[config.mk]
export PLATFORM = sky130hd
export DESIGN_NAME = trigger_stop_ctrl
export DESIGN_NICKNAME = d
export VERILOG_FILES = /design/src/rtl/trigger_pkg.sv /design/src/rtl/trigger_edge_detect.sv /design/src/rtl/trigger_stop_ctrl.sv
export SDC_FILE = /design/constraint.sdc
export NUM_CORES = 1
export LEC_CHECK = 0
export ABC_AREA = 1
export CORE_MARGIN = 5
export CORE_UTILIZATION = 35
export DETAILED_ROUTE_END_ITERATION = 12
export PLACE_DENSITY = 0.66
export SYNTH_ARGS = -nofsm -noshare
export SYNTH_HDL_FRONTEND = slang
export SYNTH_SLANG_ARGS = --single-unit
[constraint.sdc]
create_clock -name FCLK -period 3.45 [get_ports FCLK]
set_clock_uncertainty 0.05 [all_clocks]
set_input_delay 0.69 -clock FCLK [delete_from_list [all_inputs] [get_ports FCLK]]
set_output_delay 0.69 -clock FCLK [all_outputs]
set_load 0.005 [all_outputs]
[src/rtl/trigger_pkg.sv]
// trigger_pkg: shared state encoding and default widths for the trigger/stop controller
package trigger_pkg;
    typedef enum logic [1:0] {IDLE, ARMED, DELAY, STOPPED} trig_state_t;
    localparam int CNT_W_DEF  = 8;
    localparam int POS_W_DEF  = 8;
    localparam int MISS_W_DEF = 8;
endpackage

[src/rtl/trigger_edge_detect.sv]
// trigger_edge_detect: rising-edge detector on the synchronized trigger level
// TRIG_STOP_2FF_SYNC_EN adds a second metastability flop ahead of the detector.
module trigger_edge_detect (
    input  logic FCLK,
    input  logic RSTB,
    input  logic trig_in,
    output logic trig_edge
);
    logic trig_s;
    logic trig_d;
`ifdef TRIG_STOP_2FF_SYNC_EN
    always_ff @(posedge FCLK or negedge RSTB)
        if (!RSTB) trig_s <= 1'b0;
        else       trig_s <= trig_in;
`else
    assign trig_s = trig_in;
`endif
    always_ff @(posedge FCLK or negedge RSTB)
        if (!RSTB) trig_d <= 1'b0;
        else       trig_d <= trig_s;
    assign trig_edge = trig_s & ~trig_d;
endmodule

[src/rtl/trigger_stop_ctrl.sv]
// trigger_stop_ctrl: arms on request, stops sampling a programmable delay after the trigger edge
// and hands the captured write position to readout (TRIG_STOP_2FF_SYNC_EN adds one sync stage).
module trigger_stop_ctrl
    import trigger_pkg::*;
#(
    parameter int CNT_W  = CNT_W_DEF,
    parameter int POS_W  = POS_W_DEF,
    parameter int MISS_W = MISS_W_DEF
) (
    input  logic              FCLK,
    input  logic              RSTB,
    input  logic              trigger_sync,
    input  logic              arm,
    input  logic [CNT_W-1:0]  delay,
    input  logic [POS_W-1:0]  sample_pos,
    input  logic              trig_ack,
    output logic              stop,
    output logic [POS_W-1:0]  trig_pos,
    output logic              trig_valid,
    output logic              armed,
    output logic [MISS_W-1:0] miss_cnt
);
    trig_state_t      state, state_nxt;
    logic [CNT_W-1:0] cnt;
    logic             trig_edge;

    trigger_edge_detect u_edge (
        .FCLK      (FCLK),
        .RSTB      (RSTB),
        .trig_in   (trigger_sync),
        .trig_edge (trig_edge)
    );

    always_comb begin
        state_nxt = state;
        case (state)
            IDLE:    state_nxt = arm ? ARMED : IDLE;
            ARMED:   state_nxt = trig_edge ? ((delay == '0) ? STOPPED : DELAY) : ARMED;
            DELAY:   state_nxt = (cnt == '0) ? STOPPED : DELAY;
            STOPPED: state_nxt = trig_ack ? (arm ? ARMED : IDLE) : STOPPED;
            default: state_nxt = IDLE;
        endcase
    end

    always_ff @(posedge FCLK or negedge RSTB) begin
        if (!RSTB) begin
            state    <= IDLE;
            cnt      <= '0;
            trig_pos <= '0;
            miss_cnt <= '0;
        end else begin
            state <= state_nxt;
            if (state == ARMED && trig_edge) begin
                trig_pos <= sample_pos;
                cnt      <= (delay == '0) ? '0 : delay - CNT_W'(1);
            end else if (state == DELAY && cnt != '0) begin
                cnt <= cnt - CNT_W'(1);
            end
            // only an edge that cannot start a capture counts as missed
            if (trig_edge && state != ARMED && !(&miss_cnt))
                miss_cnt <= miss_cnt + MISS_W'(1);
        end
    end

    assign stop       = (state == STOPPED);
    assign trig_valid = (state == STOPPED);
    assign armed      = (state == ARMED);
endmodule

# Yosys cells after proc, flatten, opt, wreduce, memory -nomap -nowiden

Index checks and enable logic that the tools add are counted.

Bits in registers: 27
Word-level logic and storage cells: 34

$add $sub $neg: 3
Equal/unequal tests: 4
Muxes and demuxes: 9
Bitwise gates (word level): 2
Reductions and logical operators: 11

Operator list:

| cell                                                                | count |
|---|---|
| 8-bit two-way mux                                                   | 3 |
| 8-bit zero test                                                     | 2 |
| 8-bit by 1-bit subtractor with 8-bit output (second input constant) | 2 |
| 8-bit by 1-bit adder with 8-bit output (second input constant)      | 1 |
| 2-bit one-hot mux with 4 select lines                               | 1 |
| 8-bit AND reduction                                                 | 1 |
| 8-bit nonzero test                                                  | 1 |
| 2-bit == test (second input constant)                               | 2 |
| 1-bit logical AND                                                   | 4 |
| 2-bit two-way mux                                                   | 2 |
| 1-bit two-way mux                                                   | 3 |
| 2-bit by 1-bit == test with 1-bit output (second input constant)    | 1 |
| 2-bit zero test                                                     | 1 |
| 2-bit by 1-bit != test with 1-bit output (second input constant)    | 1 |
| 2-bit nonzero test                                                  | 1 |
| 1-bit bitwise AND                                                   | 1 |
| 1-bit zero test                                                     | 1 |
| 1-bit NOT                                                           | 1 |

# Logic depth before layout (Yosys ltp)

Depth after elaboration: 4
Mapped depth: 11

# Modules after synthesis

A second synthesis with hierarchy kept.

Cells, all modules: 213
Area total of the unflattened synthesis: 1615.3 um^2

By module, submodules not included:

| module              | instances | cells an instance | area an instance (um^2) |
|---|---|---|---|
| trigger_stop_ctrl   | 1         | 210               | 1580.3 |
| trigger_edge_detect | 1         | 3                 | 35.0 |

# Worst setup path after synthesis

No wires, ideal clock.

Path type: input to register
From: in delay[0]
To: reg cnt[4]
Setup time: 0.123 ns
Arrival time: 1.533 ns
Data required time: 3.277 ns
Slack: 1.744 ns
Cell stages on the path: 7
Path buffers: 0
Cells stage by stage: inv_1 -> ha_1 -> nand2_1 -> o21ai_2 -> nor2_1 -> o21ai_0 -> nand2_1

Word-level cells in the longest chain between the ends: 3
Elaborated cells on any way between the ends: 4
Those cells by class: 1 x add/sub; 2 x mux; 1 x reduce/logical

Ends and longest elaborated chain:

| item                                                                                  | RTL line                | RTL |
|---|---|---|
| start, declared                                                                       | trigger_stop_ctrl.sv:14 | `input logic [CNT_W-1:0] delay,` |
| 8-bit by 1-bit subtractor with 8-bit output / 8-bit zero test (equally long branches) | trigger_stop_ctrl.sv:55 | `cnt <= (delay == '0) ? '0 : delay - CNT_W'(1);` |
| 8-bit two-way mux *                                                                   | trigger_stop_ctrl.sv:55 |  |
| 8-bit two-way mux *                                                                   | trigger_stop_ctrl.sv:53 | `if (state == ARMED && trig_edge) begin` |
| end signal, assigned                                                                  | trigger_stop_ctrl.sv:55 |  |
| end signal, assigned                                                                  | trigger_stop_ctrl.sv:57 | `cnt <= cnt - CNT_W'(1);` |
| end, declared                                                                         | trigger_stop_ctrl.sv:24 | `logic [CNT_W-1:0] cnt;` |

Mark *: on every way between the ends. The rest lies on a longest branch, timed or not.
A chain may end at the register's enable or synchronous reset.

# Worst setup path after layout

From: reg state[1]
To: out armed

Word-level cells in the longest chain between the ends: 1

Ends and longest elaborated chain:

| item                                     | RTL line                | RTL |
|---|---|---|
| start, declared                          | trigger_stop_ctrl.sv:23 | `trig_state_t state, state_nxt;` |
| start signal, assigned                   | trigger_stop_ctrl.sv:52 | `state <= state_nxt;` |
| 2-bit by 1-bit == test with 1-bit output | trigger_stop_ctrl.sv:67 | `assign armed = (state == ARMED);` |
| end, declared                            | trigger_stop_ctrl.sv:20 | `output logic armed,` |

Every way passes these cells.

==> impl_metrics.py <==
metrics = {
    "power_and_ir_drop": {
        "p_comb_share_pct": 49.1,
        "power.density_mw_per_mm2": 684.1,
        "power.total_mw": 1.415,
        "switchingPower_mw": 0.5541,
        "internal_power_mw": 0.8607,
        "switching_share_pct": 39.16,
        "p_leak_nw": 0.9929,
        "power_frac_clock_pct": 12.4,
        "ir_drop_mv": 0.3441,
        "pwr-share-seq_pct": 38.5,
    },
    "die": {
        "num_rows": 24,
        "die_w_um": 77.38,
        "initial_core_util_pct": 36.24,
        "num_io_pins": 40,
        "die_h_um": 77.38,
        "die-area_mm2": 0.005988,
        "core_mm2": 0.004384,
    },
    "drt": {
        "dr.pass1.iters": 4,
        "routed_wl_um": 3506,
        "route.detailed.drc": 0,
        "ant_nets": 0,
        "vias_per_cell": 4.719,
        "drt_iter0_drc": 62,
        "wl_per_cell_um": 11.31,
        "vias": 1463,
    },
    "sta": {
        "worstMarginPinSlew_ns": 0.4050,
        "period_minus_slack_ns": 2.143,
        "slew-limit-headroom_pct": 72.90,
        "fmax_mhz": 466.6,
        "final_max_slew_viol_count": 0,
        "fin_crit_sh_pct": 62.12,
        "finalHoldViolations": 0,
        "setup_violations": 0,
        "fin_ws_ns": 1.307,
        "tns_ns": 0,
        "grt_setup_unrepaired": "false",
    },
    "worst_hold_path": {
        "min_path_type": "flip-flop to flip-flop",
        "hold_path_depth": 2,
    },
    "logic_synthesis": {
        "async_reset_ff_share_pct": 100.0,
        "synth-seq-cells": 27,
        "syn_nets": 242,
        "syn-instance-count": 218,
        "seq_area_frac_synth_pct": 42.52,
        "synth_area_per_cell_um2": 7.289,
        "ys_warn_count": 0,
        "syn_area_mm2": 0.001589,
        "synth_cell_types": 25,
        "synth_area_leader_cell": "dfrtp_1",
        "synthTopCellsByCount": "nand2_1, dfrtp_1, inv_1",
        "synth-edff-count": 0,
        "synth.most_common_cell": "nand2_1",
        "synth.area.top_cells": "dfrtp_1, nand2_1, inv_1",
        "yosysTopAreaCellShare_pct": 42.52,
        "synth_flop_cell": "dfrtp_1",
    },
    "worst_setup_path": {
        "cp_data_required_time_ns": 2.71,
        "critical_path_class": "flip-flop to output pin",
        "cp_num_cells": 4,
        "ff2ff_path_depth": 8,
        "path_cells": "inv_1, nand2_2, inv_1, clkdlybuf4s50_1",
        "cp_max_fo": 3,
        "start_kind": "flip-flop",
        "cp_slowest_cell": "clkdlybuf4s50_1",
        "critical_path.max_stage_delay_ns": 0.50,
        "cp_top_family": "buffers and inverters",
        "critPathCaptureType": "output pin",
        "arrival_ns": 1.40,
        "critPathBufInv": 3,
        "cp_common_cell": "inv_1",
    },
    "finish": {
        "final-seq-area_um2": 675.6,
        "drive_gt1_share_pct": 5.814,
        "multi_input_area_um2": 790.8,
        "nets": 283,
        "syn2layout_area_growth_pct": 30.16,
        "nFillCells": 458,
        "antenna_cells": 0,
    },
    "place": {
        "portBuffers": 39,
        "hpwlAfterDp_um": 2753,
        "pre_cts_slack_ns": 1.021,
        "place_congestion": 0.8643,
    },
    "global_route": {
        "grt_pass1_vias": 1378,
        "grt-ovfl-total": 0,
        "grt_usage_pct": 12.26,
        "antenna_found_initial": 0,
        "grt_pass1_wl_um": 6154,
        "grt_max_degree": 28,
    },
    "clocking": {
        "clockBufferDepth": 2,
        "postCtsResizedCells": 0,
        "cts_hold_buf": 0,
        "cts-root-buf": "clkbuf_8",
        "htreeDepth": 1,
        "numClockSinks": 27,
        "post_cts_buffers": 0,
        "clk_latency_ns": 0.27,
        "cts_inserted_buffers": 3,
        "clk_pin_slew_ns": 0.09,
        "cts_tree": "done",
    },
    "job": {
        "maxCapViolCount": 0,
    },
    "status": {
        "status": "completed",
    },
}
==> stage by stage <==
stage	std cells	hold slack (ns)	instance area [um^2]	utilization (%)
floorplan	218	0.3444	1589	-
global placement	306	0.4215	2023	46.15
detailed placement	306	0.4118	2023	46.15
CTS	310	0.4339	2068	47.17
global route	310	0.4543	2068	47.17
finish	310	0.4284	2068	47.17
==> path summary, 6_finish.rpt <==
| kind | end | slack [ns] | start |
|---|---|---|---|
| worst max-delay path | armed | 1.31 | state[1] |
| worst min-delay path | trig_pos[6] | 0.43 | trig_pos[6] |
| worst max register to register | miss_cnt[7] | 1.78 | miss_cnt[0] |
| worst min register to register | trig_pos[6] | 0.43 | trig_pos[6] |
| max in group asynchronous | cnt[4] | 2.34 | RSTB |
| min in group asynchronous | cnt[5] | 0.74 | RSTB |
==> final cells by class <==
type                    instances  area share, %
multi-input cells             162          38.23
flip-flops and latches         27          32.67
repair buffers                 40          19.24
clock buffers                   4          2.178
inverters                      25          4.537
well taps                      52          3.146
==> cells by family after synthesis <==
logic type	Yosys count	share of synthesized area, %
buffers and inverters	29	7.717
AND/OR/NAND/NOR	130	34.57
flip-flops	27	42.52
AO/OA/AOI/OAI	20	7.875
XOR/XNOR	9	4.960
adder cells (fa/ha/maj)	3	2.362
==> cells in the final DEF, fill, tap and decap left out, types with 2 or more instances in the layout <==
cell and count:
a21oi_1 3, dfrtp_1 27, nor2_4 3, clkbuf_8 3, nor2_2 3, nand4_1 4
ha_1 3, inv_1 23, xnor2_1 5, xor2_1 4, nand2_1 82, inv_2 2
o21ai_0 11, clkdlybuf4s50_1 39, nand3_1 14, nor2_1 22
==> power by group through the flow <==
stage / clock network [mW] / registers [mW] / logic [mW]
final: 0.176 / 0.545 / 0.694
after floorplan: 0 / 0.542 / 0.414
after CTS: 0.185 / 0.546 / 0.707
after global placement: 0 / 0.554 / 0.695
after detailed placement: 0 / 0.550 / 0.705
after global routing: 0.199 / 0.566 / 0.792
==> flip-flops by register name, indices dropped and copies added (netlist names) <==
register	flops
miss_cnt	8
u_edge.trig_d	1
state	2
cnt	8
trig_pos	8
==> worst register-to-register path: cells and delay by family (launching register included) <==
family                   cells  cell delay, ns
buffers and inverters        1            0.13
flip-flops                   1            0.41
adder cells (fa/ha/maj)      1            0.18
AND/OR/NAND/NOR              6            0.80
==> metal layers <==
metal  wire (um)  up-vias  global-route usage, %  part of all wire, %
li1            -      763                      -                    -
met1        1594      669                  16.39                   45
met2        1716       29                  20.29                   49
met3         167        2                  2.894                  4.8
met4          28        0                  2.577                 0.80
met5           0        -                      0                    0
Note: power is estimated with default switching activity, not from simulation.
==> patch 1: new RTL, same settings <==
The package constant `MISS_W_DEF` goes from 8 to 6.
--- a/src/rtl/trigger_pkg.sv
+++ b/src/rtl/trigger_pkg.sv
@@ -3,6 +3,6 @@
     typedef enum logic [1:0] {IDLE, ARMED, DELAY, STOPPED} trig_state_t;
     localparam int CNT_W_DEF  = 8;
     localparam int POS_W_DEF  = 8;
-    localparam int MISS_W_DEF = 8;
+    localparam int MISS_W_DEF = 6;
 endpackage
 
Ports: changed (resized miss_cnt); port bits go from 40 to 38. The function was not compared with the original's and may differ.
==> patch 1 against the original RTL <==
  * Setup slack got worse by 0.013 ns
  * Wire length decreased by 6.2%
  * Sequential cell count decreased by 2
  * Synthesized area decreased by 0.71%
  * Total power increased by 5.9%
  * Combinational power increased by 12%
  * Via count decreased by 5.7%
  * Cell area decreased by 1.4%
  * Highest routed layer unchanged
==> patch 1: results (changes against the original RTL) <==
[metrics] Avg WL per Cell: 10.93 um (was 11.31 um)
[metrics] critical path fanouts, max: 4 (was 3)
[metrics] global-route wire length before repair: 5865 um (was 6154 um)
[metrics] most frequently used flop master after synthesis: sky130_fd_sc_hd__dfrtp_1 (unchanged)
[metrics] HPWL reported at the end of detailed placement: 2503 um (was 2753 um)
[metrics] clock buffer count from CTS: 3 (unchanged)
[metrics] H-tree level count: 1 (unchanged)
[metrics] total of warnings raised by yosys: 0 (unchanged)
[metrics] PostCTS Resize Cnt: 0 (unchanged)
[metrics] fraction of registers with async set/reset: 100.0% (unchanged)
[metrics] cell leakage power: 0.9952 nW (was 0.9929 nW)
[metrics] Iter 0 DRT Violations: 52 (was 62)
[metrics] GRT Util Overall: 11.54% (was 12.26%)
[metrics] insertion delay of the later-clocked pin in the worst-skew pair: 0.27 ns (about the same)
[metrics] M2 GR Usage: 18.86% (was 20.29%)
[metrics] weighted congestion reported at the end of routability-driven placement: 0.8869 (was 0.8643)
[metrics] most numerous cell types in the synthesized netlist: sky130_fd_sc_hd__nand2_1, sky130_fd_sc_hd__dfrtp_1, sky130_fd_sc_hd__inv_1, sky130_fd_sc_hd__nor2_1, sky130_fd_sc_hd__nand3_1 (unchanged)
[metrics] antenna cell count: 0 (unchanged)
[metrics] GR Layer Usage met3: 1.874% (was 2.894%)
[metrics] Final nets: 274 (was 283)
[metrics] endpoint arrival time on the critical path: 1.42 ns (was 1.40 ns)
[metrics] detail-routed via count per cell: 4.585 (was 4.719)
[metrics] share of cells above drive strength 1: 12.45% (was 5.814%)
[metrics] transition time of the tightest slew-check pin: 0.3217 ns (was 0.4050 ns)
[metrics] CP max stage delay: 0.49 ns
[metrics] largest buffer count on any clock path: 2 (unchanged)
[metrics] maximum number of pins on one net before global-route repair: 26 (was 28)
[metrics] total nets after synthesis: 234 (was 242)
[metrics] met1 Usage GRT: 15.27% (was 16.39%)
[metrics] via count of the first global-routing pass: 1,384 (was 1,378)
[metrics] cell at the root of the clock tree: sky130_fd_sc_hd__clkbuf_8 (unchanged)
[metrics] top post-synthesis cells by area: sky130_fd_sc_hd__dfrtp_1, sky130_fd_sc_hd__nand2_1, sky130_fd_sc_hd__inv_1 (unchanged)
[metrics] Max VDD drop: 0.0003303 V (was 0.0003441 V)
[metrics] proportion of synthesized chip area in sequential cells: 39.65% (was 42.52%)
[metrics] slowest cell on the critical path: sky130_fd_sc_hd__clkdlybuf4s50_1 (unchanged)
[metrics] class of the tightest hold or removal check: reg2reg (unchanged)
[metrics] largest registers: cnt: 8 flops, trig_pos: 8 flops, miss_cnt: 6 flops (was cnt: 8 flops, miss_cnt: 8 flops, trig_pos: 8 flops)
[metrics] IO Port Bufs: 37 (was 39)
[metrics] post-synthesis cell type count: 27 (was 25)
[metrics] result of the run: complete, no violations (unchanged)
-- patch 1: cell types whose count changed in the layout (fill, tap and decap cells not counted), moves of 3 or more --
cell	unedited run	this run
sky130_fd_sc_hd__inv_2	2	5
sky130_fd_sc_hd__nand2_1	82	77
sky130_fd_sc_hd__nand2_2	1	6
sky130_fd_sc_hd__nand3_1	14	11
sky130_fd_sc_hd__nor2_1	22	16
-- patch 1: power by group --
| part | leakage, nW | internal [mW] | switching, mW |
|---|---|---|---|
| Combinational | 0.663 | 0.376 | 0.404 |
| Clock | 0.0217 | 0.0818 | 0.0955 |
| Sequential | 0.310 | 0.426 | 0.114 |
| Total | 0.995 | 0.884 | 0.614 |
-- patch 1: worst paths after layout --
check,startpoint,to,slack (ns),cells past startpoint
setup reg to reg,cnt[0],cnt[4],1.89,10
setup / recovery,state[1],armed,1.29,4
max in group asynchronous,RSTB,cnt[4],2.38,2
hold / removal,cnt[2],cnt[2],0.43,2
hold reg to reg,cnt[2],cnt[2],0.43,2
min in group asynchronous,RSTB,miss_cnt[4],0.72,2
-- patch 1: layer usage --
layer  routed length [um]  vias up
met5                    0        -
met4                   29        0
met3                  196        2
met2                 1439       39
met1                 1624      613
li1                     -      726
-- patch 1: cells by family after synthesis --
logic type | count (synthesis) | share of synthesized area (%)
compound gates | 18 | 7.217
xor+xnor | 6 | 3.331
fa+ha+maj | 3 | 2.379
buf+inv | 31 | 8.882
flops | 25 | 39.65
simple gates | 127 | 38.54
-- patch 1: through the flow --
stage                     hold slack [ns]  cell area [sq um]  util [%]  instances  setup slack, ns
after global placement             0.4126               1991     45.72        297            1.203
after floorplan                    0.3444               1578         -        210            1.718
after detailed placement           0.4183               1991     45.72        297            1.184
after CTS                          0.4423               2039     46.84        301            1.280
after global routing               0.4516               2039     46.84        301            1.201
final                              0.4332               2039     46.84        301            1.294
-- patch 1: layout make-up --
type	count	area, sq um
inverter	28	110.1
timing repair buffer	38	377.9
sequential	25	625.6
fill	432	2315
clock buffer	3	41.29
tap	52	65.06
multi-input combinational	154	812.0
clock inverter	1	7.507
-- patch 1: worst max-delay path: cells and delay by family (launching register included) --
kind                   cells  cell delay (ns)
buffers and inverters      3             0.66
flip-flops                 1             0.41
AND/OR/NAND/NOR            1             0.07
==> patch 2: new RTL, same settings <==
Without the edit above. Put one more register stage on the output `miss_cnt`, cleared by the reset. The value now appears one clock later. The other outputs are not delayed to match.
--- a/src/rtl/trigger_stop_ctrl.sv
+++ b/src/rtl/trigger_stop_ctrl.sv
@@ -20,6 +20,8 @@
     output logic              armed,
     output logic [MISS_W-1:0] miss_cnt
 );
+
+    logic [MISS_W-1:0] miss_cnt_s0;
     trig_state_t      state, state_nxt;
     logic [CNT_W-1:0] cnt;
     logic             trig_edge;
@@ -47,7 +49,7 @@
             state    <= IDLE;
             cnt      <= '0;
             trig_pos <= '0;
-            miss_cnt <= '0;
+            miss_cnt_s0 <= '0;
         end else begin
             state <= state_nxt;
             if (state == ARMED && trig_edge) begin
@@ -57,13 +59,21 @@
                 cnt <= cnt - CNT_W'(1);
             end
             // only an edge that cannot start a capture counts as missed
-            if (trig_edge && state != ARMED && !(&miss_cnt))
-                miss_cnt <= miss_cnt + MISS_W'(1);
+            if (trig_edge && state != ARMED && !(&miss_cnt_s0))
+                miss_cnt_s0 <= miss_cnt_s0 + MISS_W'(1);
         end
     end
 
     assign stop       = (state == STOPPED);
     assign trig_valid = (state == STOPPED);
     assign armed      = (state == ARMED);
+    always_ff @(posedge FCLK or negedge RSTB) begin
+        if (!RSTB) begin
+            miss_cnt <= '0;
+        end else begin
+            miss_cnt <= miss_cnt_s0;
+        end
+    end
+
 endmodule
 
Formal check against the unedited RTL: not equivalent (a bounded check fails within 4 cycles, from zero or initial values and one cycle with RSTB low).
==> patch 2 against the original RTL <==
  * Sequential share of layout area increased by 4.6 points
  * Cell area up 13%
  * Die area is 13% higher
  * Setup slack got worse by 0.031 ns
  * Global-route usage is 0.22 points lower
  * Synthesized area grew 16%
  * Hold slack got worse by 0.038 ns
  * Total power up 19%
  * Wire length is 6.5% higher
  * Sequential cell count grew 8
  * Final cell count rose by 12%
  * Via count up 5.8%
  * Largest power group unchanged
==> patch 2: results (changes against the original RTL) <==
[metrics] GR Layer Usage met3: 2.928% (was 2.894%)
[metrics] result of the run: complete, no violations (unchanged)
[metrics] minimum setup slack after placement: 1.080 ns (was 1.021 ns)
[metrics] share of cells above drive strength 1: 10.47% (was 5.814%)
[metrics] detail-routed via count per cell: 4.461 (was 4.719)
[metrics] GRT Util Overall: 12.04% (was 12.26%)
[metrics] most numerous cell types in the synthesized netlist: sky130_fd_sc_hd__nand2_1, sky130_fd_sc_hd__dfrtp_1, sky130_fd_sc_hd__inv_1, sky130_fd_sc_hd__nand3_1, sky130_fd_sc_hd__nor2_1 (was sky130_fd_sc_hd__nand2_1, sky130_fd_sc_hd__dfrtp_1, sky130_fd_sc_hd__inv_1, sky130_fd_sc_hd__nor2_1, sky130_fd_sc_hd__nand3_1)
[metrics] share of cell area taken by multi-input logic gates: 34.97% (was 38.23%)
[metrics] Iter 0 DRT Violations: 57 (was 62)
[metrics] Max VDD drop: 0.0003715 V (was 0.0003441 V)
[metrics] HPWL reported at the end of detailed placement: 2673 um (was 2753 um)
[metrics] TritonCTS Sinks: 35 (was 27)
[metrics] H-tree level count: 2 (was 1)
[metrics] origin of the worst setup path: state[0] (was state[1])
[metrics] FF/Latch Area: 875.8 sq um (was 675.6 sq um)
[metrics] insertion delay of the later-clocked pin in the worst-skew pair: 0.29 ns (was 0.27 ns)
[metrics] total nets after synthesis: 259 (was 242)
[metrics] buffers outside the clock class: 39 (was 40)
[metrics] endpoint arrival time on the critical path: 1.43 ns (was 1.40 ns)
[metrics] R2R Path Start: miss_cnt_s0[0] (was miss_cnt[0])
[metrics] Reg2Reg Capture Point: miss_cnt_s0[4] (was miss_cnt[7])
[metrics] global-route wire length before repair: 6244 um (was 6154 um)
[metrics] layout buffering overhead excluding clock cells: 16.42% (was 19.24%)
[metrics] clock-pin slew on the worst setup and hold paths: 0.07 ns (was 0.09 ns)
[metrics] core area: 5107 sq um (was 4384 sq um)
[metrics] placed insts: 339 (was 306)
[metrics] cell count after synthesis: 235 (was 218)
[metrics] total wirelength of the detailed-routed design: 3735 um (was 3506 um)
patch 2: critical path, delay by kind of cell, from the launching register on:
kind | cells | cell delay (ns)
buffers and inverters | 2 | 0.62
flip-flops | 1 | 0.39
AND/OR/NAND/NOR | 1 | 0.14
patch 2: cell families (layout without fill, tap and decap cells):
| logic type | after synthesis | after routing | synth area share (%) |
|---|---|---|---|
| flip-flops | 35 | 35 | 47.72 |
| AO/OA/AOI/OAI | 16 | 16 | 5.317 |
| adder cells (fa/ha/maj) | 3 | 3 | 2.045 |
| XOR/XNOR | 5 | 5 | 2.386 |
| AND/OR/NAND/NOR | 146 | 146 | 34.97 |
| buffers and inverters | 30 | 72 | 7.566 |
patch 2: layer usage:
metal  up-vias  share of wire, %  wire [um]
li1        811                 -          -
met1       687                49       1823
met2        43                43       1599
met3         7               6.3        235
met4         0               2.0         76
met5         -                 0          0
patch 2: power breakdown:
group | internal (mW) | switching (mW)
registers | 0.566 | 0.111
clock network | 0.138 | 0.149
logic | 0.357 | 0.368
